[src/rtl/stepper_phase_sequencer.sv]
// stepper_phase_sequencer
//   Turns each rising edge of the divided step clock into one motor step and
//   drives four coil lines from an 8-entry half-step table. A commanded move of
//   move_len steps runs in direction dir, in full- or half-step mode. The block
//   reports busy/done and keeps a wrapping signed position count.
//
//   Ports
//     clk        system clock (the only clock)
//     rst        synchronous reset, active low
//     step_clk   divided step clock, sampled as data
//     en         run enable; dropping it aborts the current move
//     start      one-cycle move request, honoured only in IDLE
//     dir        1 = forward (index up), 0 = reverse; latched at start
//     half_step  1 = index step 1, 0 = index step 2; latched at start
//     move_len   step count of the move; latched at start
//     coils      coil drive {A,B,C,D}
//     busy       high while a move is running
//     done       one-cycle pulse when a move completes
//     pos        signed position, +1/-1 per executed step, wraps
//
//   Build option
//     COIL_IDLE_OFF_EN : coils are de-energised (4'b0000) whenever no move is
//                        running. The table index is kept, so the next move
//                        resumes from the stored pattern. Without it the last
//                        pattern is held for holding torque.
module stepper_phase_sequencer #(
    parameter int LEN_W = 16,
    parameter int POS_W = 16
) (
    input  logic             clk,
    input  logic             rst,
    input  logic             step_clk,
    input  logic             en,
    input  logic             start,
    input  logic             dir,
    input  logic             half_step,
    input  logic [LEN_W-1:0] move_len,
    output logic [3:0]       coils,
    output logic             busy,
    output logic             done,
    output logic [POS_W-1:0] pos
);

`ifdef COIL_IDLE_OFF_EN
    localparam logic HOLD_OFF = 1'b1;
`else
    localparam logic HOLD_OFF = 1'b0;
`endif

    typedef enum logic [1:0] {IDLE, RUN, DONE} state_t;

    state_t           state;
    // step_pipe[0] = first sync flop, [1] = second sync flop, [2] = previous
    logic [2:0]       step_pipe;
    logic             tick;
    logic [2:0]       idx;
    logic [2:0]       idx_nxt;
    logic [2:0]       step_sz;
    logic [LEN_W-1:0] rem;
    logic             dir_q;
    logic             half_q;

    function automatic logic [3:0] coil_pattern(input logic [2:0] i);
        case (i)
            3'd0:    coil_pattern = 4'b1000;
            3'd1:    coil_pattern = 4'b1100;
            3'd2:    coil_pattern = 4'b0100;
            3'd3:    coil_pattern = 4'b0110;
            3'd4:    coil_pattern = 4'b0010;
            3'd5:    coil_pattern = 4'b0011;
            3'd6:    coil_pattern = 4'b0001;
            default: coil_pattern = 4'b1001;
        endcase
    endfunction

    assign tick    = step_pipe[1] & ~step_pipe[2];
    // Full step moves by 2 so idx parity (wave vs two-phase drive) is kept.
    assign step_sz = half_q ? 3'd1 : 3'd2;
    assign idx_nxt = dir_q ? idx + step_sz : idx - step_sz;

    always_ff @(posedge clk) begin
        if (!rst) begin
            state     <= IDLE;
            step_pipe <= '0;
            idx       <= '0;
            rem       <= '0;
            dir_q     <= 1'b0;
            half_q    <= 1'b0;
            coils     <= 4'b0000;
            busy      <= 1'b0;
            done      <= 1'b0;
            pos       <= '0;
        end else begin
            step_pipe <= {step_pipe[1:0], step_clk};
            done      <= 1'b0;
            case (state)
                IDLE: begin
                    if (start && en) begin
                        if (move_len != '0) begin
                            state  <= RUN;
                            busy   <= 1'b1;
                            dir_q  <= dir;
                            half_q <= half_step;
                            rem    <= move_len;
                            coils  <= coil_pattern(idx);
                        end else begin
                            state <= DONE;
                            done  <= 1'b1;
                        end
                    end
                end
                RUN: begin
                    // Abort has priority over a coincident tick: no step, no done.
                    if (!en) begin
                        state <= IDLE;
                        busy  <= 1'b0;
                        rem   <= '0;
                        if (HOLD_OFF) coils <= 4'b0000;
                    end else if (tick) begin
                        idx   <= idx_nxt;
                        coils <= coil_pattern(idx_nxt);
                        pos   <= dir_q ? pos + POS_W'(1) : pos - POS_W'(1);
                        rem   <= rem - LEN_W'(1);
                        if (rem == LEN_W'(1)) begin
                            state <= DONE;
                            busy  <= 1'b0;
                            done  <= 1'b1;
                            if (HOLD_OFF) coils <= 4'b0000;
                        end
                    end
                end
                default: state <= IDLE;
            endcase
        end
    end

endmodule
[config.mk]
export PLATFORM = sky130hd
export DESIGN_NAME = stepper_phase_sequencer
export DESIGN_NICKNAME = d
export VERILOG_FILES = /design/src/rtl/stepper_phase_sequencer.sv
export SDC_FILE = /design/constraint.sdc
export NUM_CORES = 1
export LEC_CHECK = 0
export ABC_CLOCK_PERIOD_IN_PS = 2600
export BUFFER_PORTS_ARGS = -buffer_cell sky130_fd_sc_hd__buf_2
export CAP_MARGIN = 30
export CORE_UTILIZATION = 35
export CTS_BUF_LIST = sky130_fd_sc_hd__clkbuf_2 sky130_fd_sc_hd__clkbuf_4 sky130_fd_sc_hd__clkbuf_8
export DETAILED_ROUTE_END_ITERATION = 8
export PLACE_DENSITY = 0.61
export SLEW_MARGIN = 10
export SYNTH_ARGS = -nofsm -noshare
export SYNTH_HDL_FRONTEND = slang
export SYNTH_SLANG_ARGS = --single-unit
[constraint.sdc]
create_clock -name clk -period 2.6 [get_ports clk]
set_clock_uncertainty 0.15 [all_clocks]
set_input_delay 0.52 -clock clk [delete_from_list [all_inputs] [get_ports clk]]
set_output_delay 0.52 -clock clk [all_outputs]
set_load 0.1 [all_outputs]
Yosys cells after proc, flatten, opt, wreduce, memory -nomap -nowiden
Cells that the tools add are included.
{"block": "word_totals", "inputBits": 23, "output_inout_bits": 22, "reg_bits": 48, "wordCells": 82}
{"block": "op_classes", "add_sub_neg": 5, "bitwise_logic": 2, "n_eq_ne": 20, "reduce_logical": 12, "n_mux": 33}
{"op": "two-way mux 16 bit", "count": 5}
{"op": "one-hot mux 4 bit (7 select lines)", "count": 2}
{"op": "one-hot mux 16 bit (2 select lines)", "count": 1}
{"op": "subtractor 16 x 1 -> 16 bit (second input constant)", "count": 2}
{"op": "equality test 3 bit (second input constant)", "count": 6}
{"op": "adder 16 x 1 -> 16 bit (second input constant)", "count": 1}
{"op": "equality test 16 x 1 -> 1 bit (second input constant)", "count": 1}
{"op": "two-way mux 4 bit", "count": 4}
{"op": "nonzero test 16 bit", "count": 1}
{"op": "equality test 3 x 2 -> 1 bit (second input constant)", "count": 4}
{"op": "two-way mux 2 bit", "count": 6}
{"op": "two-way mux 1 bit", "count": 10}
{"op": "AND reduction 5 bit", "count": 2}
{"op": "AND reduction 3 bit", "count": 3}
{"op": "inequality test 2 bit (second input constant)", "count": 4}
{"op": "one-hot mux 4 bit (2 select lines)", "count": 1}
{"op": "equality test 3 x 1 -> 1 bit (second input constant)", "count": 2}
{"op": "logical NOT 3 bit", "count": 2}
{"op": "inequality test 3 bit (second input constant)", "count": 2}
{"op": "one-hot mux 1 bit (2 select lines)", "count": 2}
{"op": "one-hot mux 2 bit (2 select lines)", "count": 1}
{"op": "AND reduction 4 bit", "count": 1}
{"op": "adder 3 x 2 -> 3 bit", "count": 1}
{"op": "two-way mux 3 bit", "count": 1}
{"op": "other kinds (7)", "count": 7}

Longest topological paths before layout
Gate-level depths: netlist of run 1.
{"block": "depth", "ltp_word": 8, "mapped_depth": 9, "mapped_depth_nobuf": 9}

Least setup slack after synthesis of run 1
Ideal clock, no wire load.
{"block": "synth_path", "kind": "reg-to-reg", "startpoint": "register pos[0]", "endpoint": "register pos[12]", "arrival_time_ns": 2.629, "path_stages_with_launch": 8, "path_buffers": 0, "synth_period_minus_slack_ns": 2.901, "slack_ns": -0.301, "setup_time_ns": 0.122, "path_cell_list": "dfxtp_1 inv_1 fa_1 nor2b_1 o2111ai_1 a21boi_0 o221ai_1 a311o_1"}
{"block": "synth_via", "elab_chain_cells": 2, "word_cells_on_any_way": 3, "cone_classes": "2 x add/sub; 1 x mux"}
{"element": "start: declaration", "line": "41", "source": "output logic [POS_W-1:0] pos"}
{"element": "start signal: assignment", "line": "122", "source": "pos <= dir_q ? pos + POS_W'(1) : pos - POS_W'(1);"}
{"element": "subtractor 16 x 1 -> 16 bit / adder 16 x 1 -> 16 bit (equally long branches)", "line": "122"}
{"element": "two-way mux 16 bit *", "line": "122"}
Mark *: on every way between the ends. The rest lies on a longest branch, timed or not.
A chain may end at the register's enable or synchronous reset.

Worst setup path after layout of run 1
{"block": "layout_path", "startpoint": "register dir_q", "endpoint": "register pos[15]"}
{"block": "layout_via", "elab_chain_cells": 1}
{"element": "start: declaration", "line": "60", "source": "logic dir_q;"}
{"element": "start signal: assignment", "line": "102", "source": "dir_q <= dir;"}
{"element": "two-way mux 16 bit", "line": "122"}
No other way between the ends.

==> results.toml, run 1 <==
[outcome]
status = "completed"

[synthesis]
ys_seq_area_share_pct = 29.3
synth_enable_flop_cells = 0
synthCells = 407
yosys_warnings = 0
syn_area_per_cell_sq_um = 8.06
ys_ff_latch = 48
syn_area_sq_mm = 0.00328
async_reset_ff_share_pct = 0
syn_nets = 449
ys.flop_type = "dfxtp_1"
yosysUniqueCellTypes = 59

[route]
vias_per_cell = 5.57
wl_met3_um = 400
top_layer = "met4"
avgRoutedWirePerCell_um = 14.8
dr.first_iter.drc_count = 120
num_vias = 3106
drc = 0
ant_nets = 0
wl_met1_um = 4030
wl_met2_um = 3710
dr.pass1.iters = 6
drt-total-wl_um = 8250

[worst_setup_path]
critPathKind = "reg2reg"
crit_path_max_fanout = 8
slowest_delay_ps = 370
critPathCaptureType = "flip-flop"
slowest_stage = "dfxtp_2"
path_delay_family = "buffers and inverters"
cp-start-kind = "flip-flop"
crit_chain = "clkinvlp_4 -> buf_2 -> buf_4 -> ha_2 -> a21oi_1 -> nor2_1 -> a211oi_1 -> o21ai_1 -> mux2i_1 -> mux2i_1"
critPathArrivalTime_ps = 2510
required_ps = 2700
cp_common_cell = "mux2i_1"
cp_num_buf_inv = 3

[clock_tree]
cts_tree = "built"
cts_max_level = 2
hold_buffers = 0
numCtsBuffers = 5
clockBufferDepth = 2
clock-sinks = 48
root_buffer = "clkbuf_8"
cts.clk_slew.worst_paths_ps = 100
clock_latency_ps = 320

[place]
dp_hpwl_um = 5960
numPortBuffers = 44
place_area_sq_mm = 0.00362
place_congestion = 0.872

[grt]
grt_max_degree = 51
grt.total_usage_pct = 17.9
grt_pass1_vias = 2968
antenna_found_initial = 0
overflow = 0
grt_pass1_wl_um = 14300

[floorplanning]
io_pins = 45
die_area_sq_mm = 0.00976
die_w_um = 98.8
core_area_sq_mm = 0.00889
die_h_um = 98.8
start_util_pct = 36.9
core.rowCount = 34

[power]
vdd_drop_max_uv = 313
p_total_mw = 1.77
power_leakage_nw = 1.62
p_per_area_mw_per_mm2 = 465

[layout]
syn2layout_area_growth_pct = 16.0
n_antenna_cell = 0
layout.nets = 491
finalInstanceArea_sq_mm = 0.00380
post-route-util_pct = 42.8
drive_above_1_share_pct = 20.0

[sta]
fmax_mhz = 414
hold_violations = 0
maxSlewViolCount = 0
worst_slew_pin_slew_ps = 752
finalCriticalPeriod_ps = 2420
relSlewSlack_pct = 49.8
finalSetupTns_ps = 0
period_share_pct = 93.0
setup_violations = 0

[hold_path]
worstHoldPathType = "in2reg"

[flow_run]
cap_violations = 0
worst reg2reg max path, delay by kind of cell (launching register included):
kind | cells | cell delay, ps
buffers and inverters | 3 | 540
multiplexers | 2 | 390
AND/OR/NAND/NOR | 1 | 60
flip-flops | 1 | 370
adder cells (fa/ha/maj) | 1 | 320
AO/OA/AOI/OAI | 3 | 540
cell type report:
type                    instances  area (sq um)
fillers                       934          5090
multi-input cells             323          2200
flip-flops and latches         48           970
repair buffers                 57           328
well taps                     108           135
clock buffers                   5          68.8
inverters                      14          56.3
clock inverters                 3          46.3
cell usage after synthesis, types with 9 or more instances:
master     n  share of area, %
a21oi_1   24               3.7
clkbuf_1  11               1.3
dfxtp_1   48                29
nor2b_1   13               2.5
and2_1    19               3.6
mux2i_1    9               2.7
nand2_1   43               4.9
ha_1      17               6.5
o21ai_0   30               4.6
nor2_1    21               2.4
nand3_1    9               1.4
o21ai_1   11               1.7
a21boi_0   9               2.1
inv_1     14               1.6
placed cells by master, fill, tap and decap left out, types with 13 or more instances in the layout:
cell	count
ha_1	13
nor2_1	21
buf_2	45
inv_1	13
a21oi_1	24
nand2_1	43
and2_1	19
o21ai_1	13
nor2b_1	13
o21ai_0	28
dfxtp_1	41
sequential cells by signal, indices dropped and copies added, names as in the netlist, 2 cells and up:
register / flops
pos: 16
state: 2
idx: 3
step_pipe: 3
rem: 16
coils: 4
report_power, final:
group          internal (mW)  leakage [nW]  switching, mW
registers              0.763         0.394         0.0290
clock network          0.290        0.0548          0.290
logic                  0.158          1.17          0.236
total                   1.21          1.62          0.556
kinds of logic after synthesis:
logic type | synth area share [%]
multiplexers | 2.75
adder cells (fa/ha/maj) | 7.71
AO/OA/AOI/OAI | 25.8
XOR/XNOR | 3.20
buffers and inverters | 4.81
AND/OR/NAND/NOR | 26.4
flip-flops | 29.3
worst paths after layout:
kind / endpoint / slack [ps] / depth (start not counted) / startpoint
setup / recovery: pos[15] / 180 / 10 / dir_q
hold / removal: step_pipe[0] / 280 / 2 / step_clk
setup reg to reg: pos[15] / 180 / 10 / dir_q
hold reg to reg: busy / 320 / 2 / busy
per-layer routing:
metal | global-route usage (%) | vias to the layer above
met1 | 24.5 | 1436
met2 | 28.8 | 93
met3 | 3.19 | 9
met5 | 0 | -
met4 | 5.51 | 0
li1 | - | 1568
timing repair:
| action | in CTS | in global routing |
|---|---|---|
| gates resized for setup | 0 | 11 |
| setup endpoints to repair | 0 | 6 |
| buffers inserted | 0 | 3 |
through the flow:
step	cells	setup slack, ps	hold WS, ps
after floorplan	407	11.5	262
after global placement	547	232	305
after detailed placement	547	140	306
after CTS	555	120	269
after global routing	558	-13.6	287
final	558	183	275
Power figures use the tool's default switching activity.
==> run 2: changes to the inputs <==
--- a/config.mk
+++ b/config.mk
@@ -5,13 +5,13 @@
 export SDC_FILE = /design/constraint.sdc
 export NUM_CORES = 1
 export LEC_CHECK = 0
-export ABC_CLOCK_PERIOD_IN_PS = 2600
+export ABC_CLOCK_PERIOD_IN_PS = 2000
 export BUFFER_PORTS_ARGS = -buffer_cell sky130_fd_sc_hd__buf_2
 export CAP_MARGIN = 30
 export CORE_UTILIZATION = 35
 export CTS_BUF_LIST = sky130_fd_sc_hd__clkbuf_2 sky130_fd_sc_hd__clkbuf_4 sky130_fd_sc_hd__clkbuf_8
 export DETAILED_ROUTE_END_ITERATION = 8
-export PLACE_DENSITY = 0.61
+export PLACE_DENSITY = 0.63
 export SLEW_MARGIN = 10
 export SYNTH_ARGS = -nofsm -noshare
 export SYNTH_HDL_FRONTEND = slang
==> constraint.sdc (replaced) <==
create_clock -name clk -period 2 [get_ports clk]
set_clock_uncertainty 0.15 [all_clocks]
set_input_delay 0.4 -clock clk [delete_from_list [all_inputs] [get_ports clk]]
set_output_delay 0.4 -clock clk [all_outputs]
set_load 0.1 [all_outputs]
==> run 2 against run 1 <==
  * The flow now finishes with violations (negative setup slack)
  * Fmax increased by 9.2%
  * Combinational power increased by 65%
  * Worst setup slack got worse by 400 ps
  * Sequential power increased by 29%
  * Power increased by 38%
  * Via count increased by 9.4%
  * Sequential share of layout area decreased by 3.3 points
  * Critical path depth unchanged
  * Critical endpoint is now coils[3]
  * Highest routed layer unchanged
==> results.toml, run 2 (synthesized netlist as in run 1, its figures left out) <==
[clock_tree]
clock-sinks = 48
cts_max_level = 2
numCtsBuffers = 5
root_buffer = "clkbuf_8"
cts_tree = "built"
clockBufferDepth = 2
cts.clk_slew.worst_paths_ps = 100
clock_latency_ps = 310

[route]
num_vias = 3398
vias_per_cell = 5.45
avgRoutedWirePerCell_um = 15.1
drc = 0
drt-total-wl_um = 9410
dr.first_iter.drc_count = 147
dr.pass1.iters = 4
ant_nets = 0

[place]
place_area_sq_mm = 0.00416
dp_cells = 603
numPortBuffers = 44
place_congestion = 0.873
pre_cts_slack_ps = -166
dp_hpwl_um = 6940

[power]
p_per_area_mw_per_mm2 = 535
power_leakage_nw = 2.00
p_total_mw = 2.45
vdd_drop_max_uv = 335

[layout]
final_cell_mix = "buf_4 (75), buf_2 (44), nand2_1 (41)"
syn2layout_area_growth_pct = 39.4
layout.nets = 557
largestRegisters = "pos x16, rem x16, coils x4"
register_area_sq_mm = 0.00101
mostFrequentLayoutCell = "buf_4"
multi_input_area_sq_mm = 0.00240
n_antenna_cell = 0
post-route-util_pct = 51.4
fin_cells = 624
finalInstanceArea_sq_mm = 0.00457
drive_above_1_share_pct = 39.0
fillers = 826

[worst_setup_path]
slowest_delay_ps = 380
reg2regPathDepth = 10
crit_chain = "buf_6 -> and2_4 -> fa_2 -> xnor2_2 -> xnor2_2 -> buf_4 -> inv_2 -> nand2_1 -> a311o_1 -> a21boi_1"
timing.critical_path.from = "dir_q"
cp.depth = 10
critPathCaptureType = "flip-flop"
cp_num_buf_inv = 3
critPathKind = "reg2reg"
required_ps = 2100
timing.rr.end = "coils[3]"
r2r-start = "dir_q"
critPathArrivalTime_ps = 2310
crit_path_max_fanout = 3
path_delay_family = "compound AO/OA/AOI/OAI gates"
cp_common_cell = "xnor2_2"
slowest_stage = "dfxtp_4"
cp-start-kind = "flip-flop"
rrSetupSlack_ps = -210

[grt]
overflow = 0
grt_pass1_vias = 3271
antenna_found_initial = 0
grt_pass1_wl_um = 15600
grt_max_degree = 28
grt.total_usage_pct = 19.8

[outcome]
status = "finished with violations"
violations = "negative setup slack"

[hold_path]
hp-start = "step_clk"
worstHoldPathType = "in2reg"
hold_end = "step_pipe[0]"
worstHoldPathCells = 2

[sta]
fmax_mhz = 452
hold_violations = 0
period_share_pct = 111
worst_slew_pin_slew_ps = 499
grt_setup_unrepaired = "yes"
relSlewSlack_pct = 66.9
layout_setup_ws_ps = -213
setup_violations = 15
finalCriticalPeriod_ps = 2210
maxSlewViolCount = 0

[floorplanning]
core.rowCount = 34
die_h_um = 98.8
die_w_um = 98.8
io_pins = 45
core_area_sq_mm = 0.00889
die_area_sq_mm = 0.00976
start_util_pct = 36.9

[flow_run]
cap_violations = 0
-- run 2: how the worst max path moves through the flow --
stage	endpoint	slack, ps
after floorplan	pos[12]	-160
after global placement	coils[2]	-160
after detailed placement	pos[15]	-170
after CTS	coils[3]	-140
after global routing	pos[12]	-280
final	coils[3]	-210
-- run 2: per-stage QoR --
stage | setup TNS [ps] | hold slack [ps]
3_5_place_dp | -2530 | 299
5_1_grt | -3370 | 149
6_report | -1770 | 150
4_1_cts | -828 | 151
3_3_place_gp | -2890 | 296
2_1_floorplan | -614 | 262
-- run 2: final cells by class --
cell class	count	share of cell area, %
Sequential cell	48	22.2
Multi-Input combinational cell	323	52.6
Clock buffer	6	1.81
Timing Repair Buffer	123	18.3
Inverter	14	1.31
Tap cell	108	2.96
Clock inverter	2	0.848
-- run 2: report_power, final --
part | internal (mW) | total (mW) | switching (mW)
clock | 0.410 | 0.778 | 0.368
sequential | 0.978 | 1.02 | 0.0392
combinational | 0.298 | 0.650 | 0.352
total | 1.69 | 2.45 | 0.760
-- run 2: routing by layer --
| metal | share of wire [%] | global-route usage (%) | vias to the layer above |
|---|---|---|---|
| met5 | 0 | 0 | - |
| met3 | 4.1 | 2.77 | 8 |
| met4 | 0.87 | 4.25 | 0 |
| met2 | 50 | 35.6 | 92 |
| li1 | - | - | 1702 |
| met1 | 46 | 25.1 | 1596 |
-- run 2: timing repair --
action,4_1_cts,5_1_grt
hold buffers,0,0
setup buffers,6,7
hold endpoints to repair,0,0
setup endpoints to repair,21,25
resized for setup,23,24
pin swaps,14,13
